===== config.mk =====
export PLATFORM = sky130hd
export DESIGN_NAME = mcycle_ctrl_flat
export DESIGN_NICKNAME = d
export VERILOG_FILES = /design/src/rtl/mcycle_ctrl_if.sv /design/src/rtl/mcycle_ctrl.sv /design/src/flat_wrapper.sv
export SDC_FILE = /design/constraint.sdc
export NUM_CORES = 1
export LEC_CHECK = 0
export BUFFER_PORTS_ARGS = -buffer_cell sky130_fd_sc_hd__buf_4
export CAP_MARGIN = 5
export CELL_PAD_IN_SITES_DETAIL_PLACEMENT = 0
export CELL_PAD_IN_SITES_GLOBAL_PLACEMENT = 1
export CORE_ASPECT_RATIO = 0.7
export CORE_MARGIN = 1
export CORE_UTILIZATION = 41
export CTS_BUF_LIST = sky130_fd_sc_hd__clkbuf_8
export DETAILED_ROUTE_END_ITERATION = 6
export PLACE_DENSITY = 0.87
export SYNTH_ARGS = -nofsm -noshare
export SYNTH_HDL_FRONTEND = slang
export SYNTH_SLANG_ARGS = --single-unit

===== constraint.sdc =====
create_clock -name clock -period 2.48 [get_ports clock]
set_input_delay 0.496 -clock clock [delete_from_list [all_inputs] [get_ports clock]]
set_output_delay 0.496 -clock clock [all_outputs]
set_load 0.1 [all_outputs]

===== src/rtl/mcycle_ctrl_if.sv =====
// Control bundle between the instruction register / datapath and the multi-cycle controller.
// The master modport is the controller; the slave modport is the datapath side.
interface mcycle_ctrl_if #(
    parameter int CNT_WIDTH = 32
);
    logic [5:0]           opcode;
    logic [5:0]           funct;
    logic                 mem_ready;
    logic                 ir_en;
    logic                 pc_en;
    logic                 ALUSrc;
    logic                 Branch;
    logic                 Jr;
    logic                 MemRead;
    logic                 MemWrite;
    logic                 RegWrite;
    logic                 MemtoReg;
    logic                 RegDst;
    logic                 Jal;
    logic                 illegal;
    logic                 bus_err;
    logic                 instr_done;
    logic [CNT_WIDTH-1:0] retired;
    logic [2:0]           state;

    modport master (
        input  opcode, funct, mem_ready,
        output ir_en, pc_en, ALUSrc, Branch, Jr, MemRead, MemWrite,
               RegWrite, MemtoReg, RegDst, Jal, illegal, bus_err,
               instr_done, retired, state
    );

    modport slave (
        output opcode, funct, mem_ready,
        input  ir_en, pc_en, ALUSrc, Branch, Jr, MemRead, MemWrite,
               RegWrite, MemtoReg, RegDst, Jal, illegal, bus_err,
               instr_done, retired, state
    );
endinterface


===== src/rtl/mcycle_ctrl.sv =====
// Multi-cycle FETCH/DECODE/EXEC/MEM/WB controller with a retired-instruction counter.
// Optional MEM-wait abort is compiled in with `define MCYCLE_MEM_TIMEOUT_EN.
module mcycle_ctrl #(
    parameter int MEM_TIMEOUT = 15,
    parameter int CNT_WIDTH   = 32
) (
    input  logic          clock,
    input  logic          reset,
    mcycle_ctrl_if.master bus
);
    typedef enum logic [2:0] {
        FETCH  = 3'd0,
        DECODE = 3'd1,
        EXEC   = 3'd2,
        MEM    = 3'd3,
        WB     = 3'd4
    } state_t;

    if (MEM_TIMEOUT < 1) begin : g_bad_timeout
        $error("MEM_TIMEOUT must be at least 1");
    end

    state_t               r_state;
    state_t               w_next;
    logic [5:0]           r_op;
    logic [5:0]           r_fn;
    logic [CNT_WIDTH-1:0] r_retired;

    logic w_rtype, w_jr, w_j, w_jal, w_br, w_ialu, w_lw, w_sw, w_legal;
    logic w_ir_en, w_pc_en, w_alusrc, w_branch, w_jrsel, w_memread, w_memwrite;
    logic w_regwrite, w_memtoreg, w_regdst, w_jalsel, w_illegal, w_bus_err, w_done;
    logic w_timeout;

    // Decode works on the copy latched in FETCH, so the IR may change afterwards.
    assign w_rtype = (r_op == 6'b000000);
    assign w_jr    = w_rtype && (r_fn == 6'b001000);
    assign w_j     = (r_op == 6'b000010);
    assign w_jal   = (r_op == 6'b000011);
    assign w_br    = (r_op[5:1] == 5'b00010);
    assign w_ialu  = (r_op[5:3] == 3'b001);
    assign w_lw    = (r_op == 6'b100011);
    assign w_sw    = (r_op == 6'b101011);
    assign w_legal = w_rtype | w_j | w_jal | w_br | w_ialu | w_lw | w_sw;

`ifdef MCYCLE_MEM_TIMEOUT_EN
    localparam int WAIT_W = $clog2(MEM_TIMEOUT + 1);
    logic [WAIT_W-1:0] r_wait;

    // Fires in the MEM_TIMEOUT-th consecutive not-ready MEM cycle; ready wins.
    assign w_timeout = (r_state == MEM) && !bus.mem_ready &&
                       (r_wait == WAIT_W'(MEM_TIMEOUT - 1));
`else
    assign w_timeout = 1'b0;
`endif

    always_comb begin
        w_next     = FETCH;
        w_ir_en    = 1'b0;
        w_pc_en    = 1'b0;
        w_alusrc   = 1'b0;
        w_branch   = 1'b0;
        w_jrsel    = 1'b0;
        w_memread  = 1'b0;
        w_memwrite = 1'b0;
        w_regwrite = 1'b0;
        w_memtoreg = 1'b0;
        w_regdst   = 1'b0;
        w_jalsel   = 1'b0;
        w_illegal  = 1'b0;
        w_bus_err  = 1'b0;
        w_done     = 1'b0;
        case (r_state)
            FETCH: begin
                w_ir_en = 1'b1;
                w_pc_en = 1'b1;
                w_next  = DECODE;
            end
            DECODE: begin
                if (w_j) begin
                    w_pc_en = 1'b1;
                    w_done  = 1'b1;
                end else if (w_jal) begin
                    w_next = WB;
                end else if (!w_legal) begin
                    w_illegal = 1'b1;
                    w_done    = 1'b1;
                end else begin
                    w_next = EXEC;
                end
            end
            EXEC: begin
                if (w_jr) begin
                    w_jrsel = 1'b1;
                    w_pc_en = 1'b1;
                    w_done  = 1'b1;
                end else if (w_rtype) begin
                    w_next = WB;
                end else if (w_ialu) begin
                    w_alusrc = 1'b1;
                    w_next   = WB;
                end else if (w_lw || w_sw) begin
                    w_alusrc = 1'b1;
                    w_next   = MEM;
                end else begin
                    w_branch = 1'b1;
                    w_done   = 1'b1;
                end
            end
            MEM: begin
                if (w_timeout) begin
                    w_bus_err = 1'b1;
                    w_done    = 1'b1;
                end else begin
                    w_memread  = w_lw;
                    w_memwrite = w_sw;
                    if (!bus.mem_ready) begin
                        w_next = MEM;
                    end else if (w_lw) begin
                        w_next = WB;
                    end else begin
                        w_done = 1'b1;
                    end
                end
            end
            WB: begin
                w_regwrite = 1'b1;
                w_done     = 1'b1;
                w_regdst   = w_rtype;
                w_memtoreg = w_lw;
                w_jalsel   = w_jal;
            end
            default: w_next = FETCH;
        endcase
    end

    always_ff @(posedge clock) begin
        if (reset) begin
            r_state   <= FETCH;
            r_retired <= '0;
            r_op      <= '0;
            r_fn      <= '0;
`ifdef MCYCLE_MEM_TIMEOUT_EN
            r_wait    <= '0;
`endif
        end else begin
            r_state <= w_next;
            if (r_state == FETCH) begin
                r_op <= bus.opcode;
                r_fn <= bus.funct;
            end
            if (w_done) begin
                r_retired <= r_retired + CNT_WIDTH'(1);
            end
`ifdef MCYCLE_MEM_TIMEOUT_EN
            if (w_next == MEM && r_state != MEM) begin
                r_wait <= '0;
            end else if (r_state == MEM && !bus.mem_ready) begin
                r_wait <= r_wait + WAIT_W'(1);
            end
`endif
        end
    end

    // Reset is asynchronous to the outputs: everything reads zero while it is held.
    assign bus.ir_en      = w_ir_en    & ~reset;
    assign bus.pc_en      = w_pc_en    & ~reset;
    assign bus.ALUSrc     = w_alusrc   & ~reset;
    assign bus.Branch     = w_branch   & ~reset;
    assign bus.Jr         = w_jrsel    & ~reset;
    assign bus.MemRead    = w_memread  & ~reset;
    assign bus.MemWrite   = w_memwrite & ~reset;
    assign bus.RegWrite   = w_regwrite & ~reset;
    assign bus.MemtoReg   = w_memtoreg & ~reset;
    assign bus.RegDst     = w_regdst   & ~reset;
    assign bus.Jal        = w_jalsel   & ~reset;
    assign bus.illegal    = w_illegal  & ~reset;
    assign bus.bus_err    = w_bus_err  & ~reset;
    assign bus.instr_done = w_done     & ~reset;
    assign bus.retired    = reset ? '0 : r_retired;
    assign bus.state      = reset ? 3'd0 : r_state;
endmodule


===== src/flat_wrapper.sv =====
// flat-port wrapper written by rule: the top's interface ports become plain ports
module mcycle_ctrl_flat 
#(
    parameter int MEM_TIMEOUT = 15,
    parameter int CNT_WIDTH   = 32
)
  (clock, reset, bus_opcode, bus_funct, bus_mem_ready, bus_ir_en, bus_pc_en, bus_ALUSrc, bus_Branch, bus_Jr, bus_MemRead, bus_MemWrite, bus_RegWrite, bus_MemtoReg, bus_RegDst, bus_Jal, bus_illegal, bus_bus_err, bus_instr_done, bus_retired, bus_state);
  mcycle_ctrl_if #(.CNT_WIDTH(CNT_WIDTH)) bus_i ();
  input  logic clock;
  input  logic reset;
  input wire logic [$bits(bus_i.opcode)-1:0] bus_opcode;
  input wire logic [$bits(bus_i.funct)-1:0] bus_funct;
  input wire logic [$bits(bus_i.mem_ready)-1:0] bus_mem_ready;
  output wire logic [$bits(bus_i.ir_en)-1:0] bus_ir_en;
  output wire logic [$bits(bus_i.pc_en)-1:0] bus_pc_en;
  output wire logic [$bits(bus_i.ALUSrc)-1:0] bus_ALUSrc;
  output wire logic [$bits(bus_i.Branch)-1:0] bus_Branch;
  output wire logic [$bits(bus_i.Jr)-1:0] bus_Jr;
  output wire logic [$bits(bus_i.MemRead)-1:0] bus_MemRead;
  output wire logic [$bits(bus_i.MemWrite)-1:0] bus_MemWrite;
  output wire logic [$bits(bus_i.RegWrite)-1:0] bus_RegWrite;
  output wire logic [$bits(bus_i.MemtoReg)-1:0] bus_MemtoReg;
  output wire logic [$bits(bus_i.RegDst)-1:0] bus_RegDst;
  output wire logic [$bits(bus_i.Jal)-1:0] bus_Jal;
  output wire logic [$bits(bus_i.illegal)-1:0] bus_illegal;
  output wire logic [$bits(bus_i.bus_err)-1:0] bus_bus_err;
  output wire logic [$bits(bus_i.instr_done)-1:0] bus_instr_done;
  output wire logic [$bits(bus_i.retired)-1:0] bus_retired;
  output wire logic [$bits(bus_i.state)-1:0] bus_state;
  assign bus_i.opcode = bus_opcode;
  assign bus_i.funct = bus_funct;
  assign bus_i.mem_ready = bus_mem_ready;
  assign bus_ir_en = bus_i.ir_en;
  assign bus_pc_en = bus_i.pc_en;
  assign bus_ALUSrc = bus_i.ALUSrc;
  assign bus_Branch = bus_i.Branch;
  assign bus_Jr = bus_i.Jr;
  assign bus_MemRead = bus_i.MemRead;
  assign bus_MemWrite = bus_i.MemWrite;
  assign bus_RegWrite = bus_i.RegWrite;
  assign bus_MemtoReg = bus_i.MemtoReg;
  assign bus_RegDst = bus_i.RegDst;
  assign bus_Jal = bus_i.Jal;
  assign bus_illegal = bus_i.illegal;
  assign bus_bus_err = bus_i.bus_err;
  assign bus_instr_done = bus_i.instr_done;
  assign bus_retired = bus_i.retired;
  assign bus_state = bus_i.state;
  mcycle_ctrl #(.MEM_TIMEOUT(MEM_TIMEOUT), .CNT_WIDTH(CNT_WIDTH)) u_core (.clock(clock), .reset(reset), .bus(bus_i));
endmodule

# --- Word-level counts from Yosys, hierarchy flattened ---
# Cells that the tools add are included.
classes:
  add_sub_neg: 1
  eq_ne: 11
  n_mux: 42
  bitwise: 20
  reduce_logical: 4
ops:
  columns: ["op", "count"]
  rows:
  - ["32-bit by 1-bit adder with 32-bit output (second input constant)", 1]
  - ["32-bit 2-to-1 mux", 1]
  - ["1-bit 2-to-1 mux", 28]
  - ["3-bit 2-to-1 mux", 8]
  - ["1-bit AND", 13]
  - ["6-bit by 2-bit == test with 1-bit output (second input constant)", 2]
  - ["6-bit == test (second input constant)", 2]
  - ["3-bit case mux with 4 select lines", 1]
  - ["3-bit by 1-bit == test with 1-bit output (second input constant)", 2]
  - ["3-bit by 2-bit == test with 1-bit output (second input constant)", 2]
  - ["6-bit by 4-bit == test with 1-bit output (second input constant)", 1]
  - ["6-bit logical NOT", 1]
  - ["1-bit OR", 6]
  - ["5-bit by 2-bit == test with 1-bit output (second input constant)", 1]
  - ["2-bit 2-to-1 mux", 2]
  - ["1-bit case mux with 4 select lines", 1]
  - ["3-bit == test (second input constant)", 1]
  - ["3-bit logical NOT", 1]
  - ["1-bit case mux with 3 select lines", 1]
  - ["1-bit logical AND", 1]
  - ["1-bit logical OR", 1]
  - ["1-bit inverter", 1]
totals:
  register_bits: 47
  wordCells: 82

# --- Longest topological paths before layout ---
depth:
  depth_word: 12
  depth_mapped: 7
  ltp_nobuf: 5

# --- Least setup slack after synthesis ---
# No wires, ideal clock.
synth_timing:
  path_type: "input port to output port"
  startpoint: "input reset"
  endpoint: "output bus_pc_en"
  arrival_ps: 5199
  t_required_ps: 1984
  path_slack_ps: -3215
  path_stages: 4
  path_buffers: 0
  cell_sequence: "or2_2 -> or3b_2 -> nor4_1 -> o21bai_1"
synth_via:
  elab_chain_len: 2
synth_rtl:
  columns: ["item", "line_no", "source"]
  rows:
  - ["start: declaration", "flat_wrapper.sv:10", "input logic reset;"]
  - ["1-bit inverter", "mcycle_ctrl.sv:166", "assign bus.pc_en = w_pc_en & ~reset;"]
  - ["1-bit AND", "mcycle_ctrl.sv:166", null]
  - ["end: declaration", "flat_wrapper.sv:15", "output wire logic [$bits(bus_i.pc_en)-1:0] bus_pc_en;"]
# Every way passes these cells.

# --- Worst setup path in the final report ---
layout_timing:
  startpoint: "register u_core.r_fn[0]"
  endpoint: "output bus_instr_done"
layout_via:
  elab_chain_len: 5
layout_rtl:
  columns: ["item", "line_no", "source"]
  rows:
  - ["start: declaration", "mcycle_ctrl.sv:26", "logic [5:0] r_fn;"]
  - ["start signal: assignment", "mcycle_ctrl.sv:149", "r_fn <= bus.funct;"]
  - ["6-bit by 4-bit == test with 1-bit output", "mcycle_ctrl.sv:36", "assign w_jr = w_rtype && (r_fn == 6'b001000);"]
  - ["1-bit logical AND", "mcycle_ctrl.sv:36", null]
  - ["1-bit 2-to-1 mux", "mcycle_ctrl.sv:92", "if (w_jr) begin"]
  - ["1-bit case mux with 4 select lines", "mcycle_ctrl.sv:72", "case (r_state)"]
  - ["1-bit AND", "mcycle_ctrl.sv:178", "assign bus.instr_done = w_done & ~reset;"]
  - ["end: declaration", "flat_wrapper.sv:27", "output wire logic [$bits(bus_i.instr_done)-1:0] bus_instr_done;"]
# Every way passes these cells.

==> impl_metrics.yaml <==
run_status:
  status: "finished, violations left"
  violations: "DRC, setup timing"
clock_tree:
  cts.path.max_buffers: 2
  cts_sinks: 47
  clk_transition_reported_paths_ps: 90
  cts_tree: "built"
  cts.htree.levels: 2
  root_buffer: "clkbuf_8"
  cts_inserted_buffers: 5
  clk_latency_ps: 300
placed_design:
  place_hpwl_um: 5390
  gp_congestion: 0.810
  dp_slack_ps: 15.4
  postPlaceCellArea_um2: 3680
  portBuffers: 62
yosys:
  ys_ff_latch: 47
  synth-edff-count: 0
  syn_nets: 383
  synth-async-reset-ratio_pct: 0
  synth-main-ff-cell: "dfxtp_1"
  synth_xor_area_share_pct: 0
  synthCells: 367
  synth_warnings: 0
  synth_top_family_by_area: "simple AND/OR/NAND/NOR gates"
  yosys.area_share.adder_pct: 0.434
  synth_compound_area_share_pct: 14.3
  synth_area_um2: 2880
  yosysSeqAreaShare_pct: 32.6
  syn_area_per_cell_um2: 7.85
  synthMuxAreaShare_pct: 12.1
  yosys.area_share.simple_pct: 35.3
  synthDistinctLibCells: 43
final_layout:
  drive_gt1_share_pct: 39.2
  final_area_um2: 3860
  fin_nets: 444
  final_util_pct: 56.9
  syn_to_final_growth_pct: 33.9
  fillCellCount: 650
  antenna_cells: 0
worst_hold_path:
  worstHoldPathCells: 3
  min_path_type: "in2reg"
  hold_start: "bus_opcode[1]"
drt:
  first_pass_iters: 6
  vias: 2863
  wire_per_inst_um: 14.2
  drt_iter0_drc: 155
  routed_via_density: 5.47
  drc_errors: 2
  ant_nets: 0
  wl_um: 7440
pwr:
  max-vdd-ir-drop_v: 0.000285
  cellLeakagePower_nw: 1.54
  power.density_nw_per_um2: 500
floorplan:
  die_w_um: 102
  start_util_pct: 42.5
  die_h_um: 72.2
  core_area_um2: 6790
  die_area_um2: 7380
  rows: 25
  pin_count: 64
critical_path:
  endpoint_kind: "output port"
  crit_required_ps: 1980
  r2r_cells: 7
  cp_max_fo: 3
  critPathArrivalTime_ps: 2000
  worstSetupStartpointType: "flop"
  critPathKind: "reg2out"
  worstReg2RegStart: "u_core.r_fn[0]$_SDFFE_PP0N_"
  crit_start: "u_core.r_fn[0]$_SDFFE_PP0N_"
flow_run:
  maxCapViolCount: 0
global_route:
  grtUsageTotal_pct: 20.6
  grt_pass1_vias: 2526
  antenna_found_initial: 0
  grt.overflow.total: 0
  grt_start_max_net_pins: 67
  grt_pass1_wl_um: 12100
timing:
  slew_viol_final: 0
  tns_ps: -20.4
  slew_headroom_pct: 63.3
  skew_ps: 9.35
  setup_viol: 1
  hold_viol: 0
  rsz0062_at_grt: "yes"
  fin_crit_sh_pct: 101
  fin_ws_ps: -20.4
  worstMarginPinSlew_ps: 550
  hold-worst-slack_ps: 428
  maxClockFrequency_mhz: 400
  finalWorstPathRequiredPeriod_ps: 2500
[synthesized netlist by cell type, drive strengths merged, types with 4 or more instances]
master,count,share of area (%)
a21oi,19,3.3
a311oi,15,4.6
a31oi,15,3.3
and3,7,1.5
and4,4,1.2
buf,10,2.2
clkbuf,19,2.5
dfxtp,47,33
inv,4,0.52
mux2,30,12
nand2,41,5.3
nand2b,4,0.87
nand3,18,3.1
nand4,13,3.3
nor2,46,6.0
nor2b,38,8.2
nor3,5,1.3
[state kept, by name, summed over array words and instances (netlist names)]
| signal | cells |
|---|---|
| u_core.r_state | 3 |
| u_core.r_retired | 32 |
| u_core.r_fn | 6 |
| u_core.r_op | 6 |
[what timing repair did]
item                                    in CTS  in global routing
hold endpoints to repair                     0                  0
buffers inserted                             0                  5
pin swaps                                    1                  6
gates resized for setup                      7                  5
endpoints found under the setup margin       3                  4
hold buffers                                 0                  0
[logic make-up (layout without fill, tap and decap cells)]
family	count (synthesis)	in the layout
buf+inv	33	95
other cells	1	1
simple gates	194	194
flops	47	47
compound gates	60	60
fa+ha+maj	1	1
mux	31	31
[placed cells by master, fill, tap and decap left out, types with 3 or more instances in the layout]
cell type  Yosys  layout
nor2_4         0       4
inv_1          4       4
and3_1         7       6
and2_1         3       3
clkbuf_8       0       6
buf_4          1      80
nor2b_1       38       4
a311oi_1      15      13
a31oi_1       15      14
and4_1         4       4
nand3b_1       3       3
dfxtp_1       47      45
a21oi_1       19      19
nand3_1       18      17
mux2_1        14      14
mux2_2        16      16
nand2_1       41      40
nor2b_2        0      32
nand2b_1       4       3
nor2_1        46      41
buf_12         0       3
nand4_1       12      12
[worst paths after layout]
| check | end | slack [ps] |
|---|---|---|
| min | u_core.r_op[1]$_SDFFE_PP0N_ | 430 |
| min reg2reg | u_core.r_fn[4]$_SDFFE_PP0N_ | 460 |
| max | bus_instr_done | -20 |
| max reg2reg | u_core.r_retired[27]$_SDFFE_PP0P_ | 20 |
[routing by layer]
layer,global-route usage (%),share of wire (%),vias to the layer above
met5,0,0,-
met4,4.92,0.66,0
met3,4.62,6.2,5
met2,29.5,43,75
met1,31.0,50,1351
li1,-,-,1432
[stage by stage]
stage          power (W)  instances
2_1_floorplan    0.00128        367
3_3_place_gp     0.00141        510
3_5_place_dp     0.00141        510
4_1_cts          0.00192        518
5_1_grt          0.00203        523
6_report         0.00193        523
[worst max-delay path: stages, from the launching register on]
cell	delay (ps)
dfxtp_1	320
or4_4	570
o211ai_4	220
nand4_4	150
a31oi_4	240
buf_12	200
[cell type report]
type | count | area (um2) | share of cell area (%)
clock buffer | 6 | 82.6 | 2.14
clock inverter | 2 | 12.5 | 0.324
inverter | 4 | 18.8 | 0.486
multi-input combinational | 287 | 2030 | 52.5
sequential | 47 | 943 | 24.4
tap | 94 | 118 | 3.05
timing repair buffer | 83 | 661 | 17.1
[power by group]
part | internal, W | switching [W] | leakage, nW
clock network | 0.000225 | 0.000262 | 0.0526
registers | 0.000789 | 0.0000457 | 0.383
logic | 0.000214 | 0.000396 | 1.11
(Power assumes the default switching activity.)
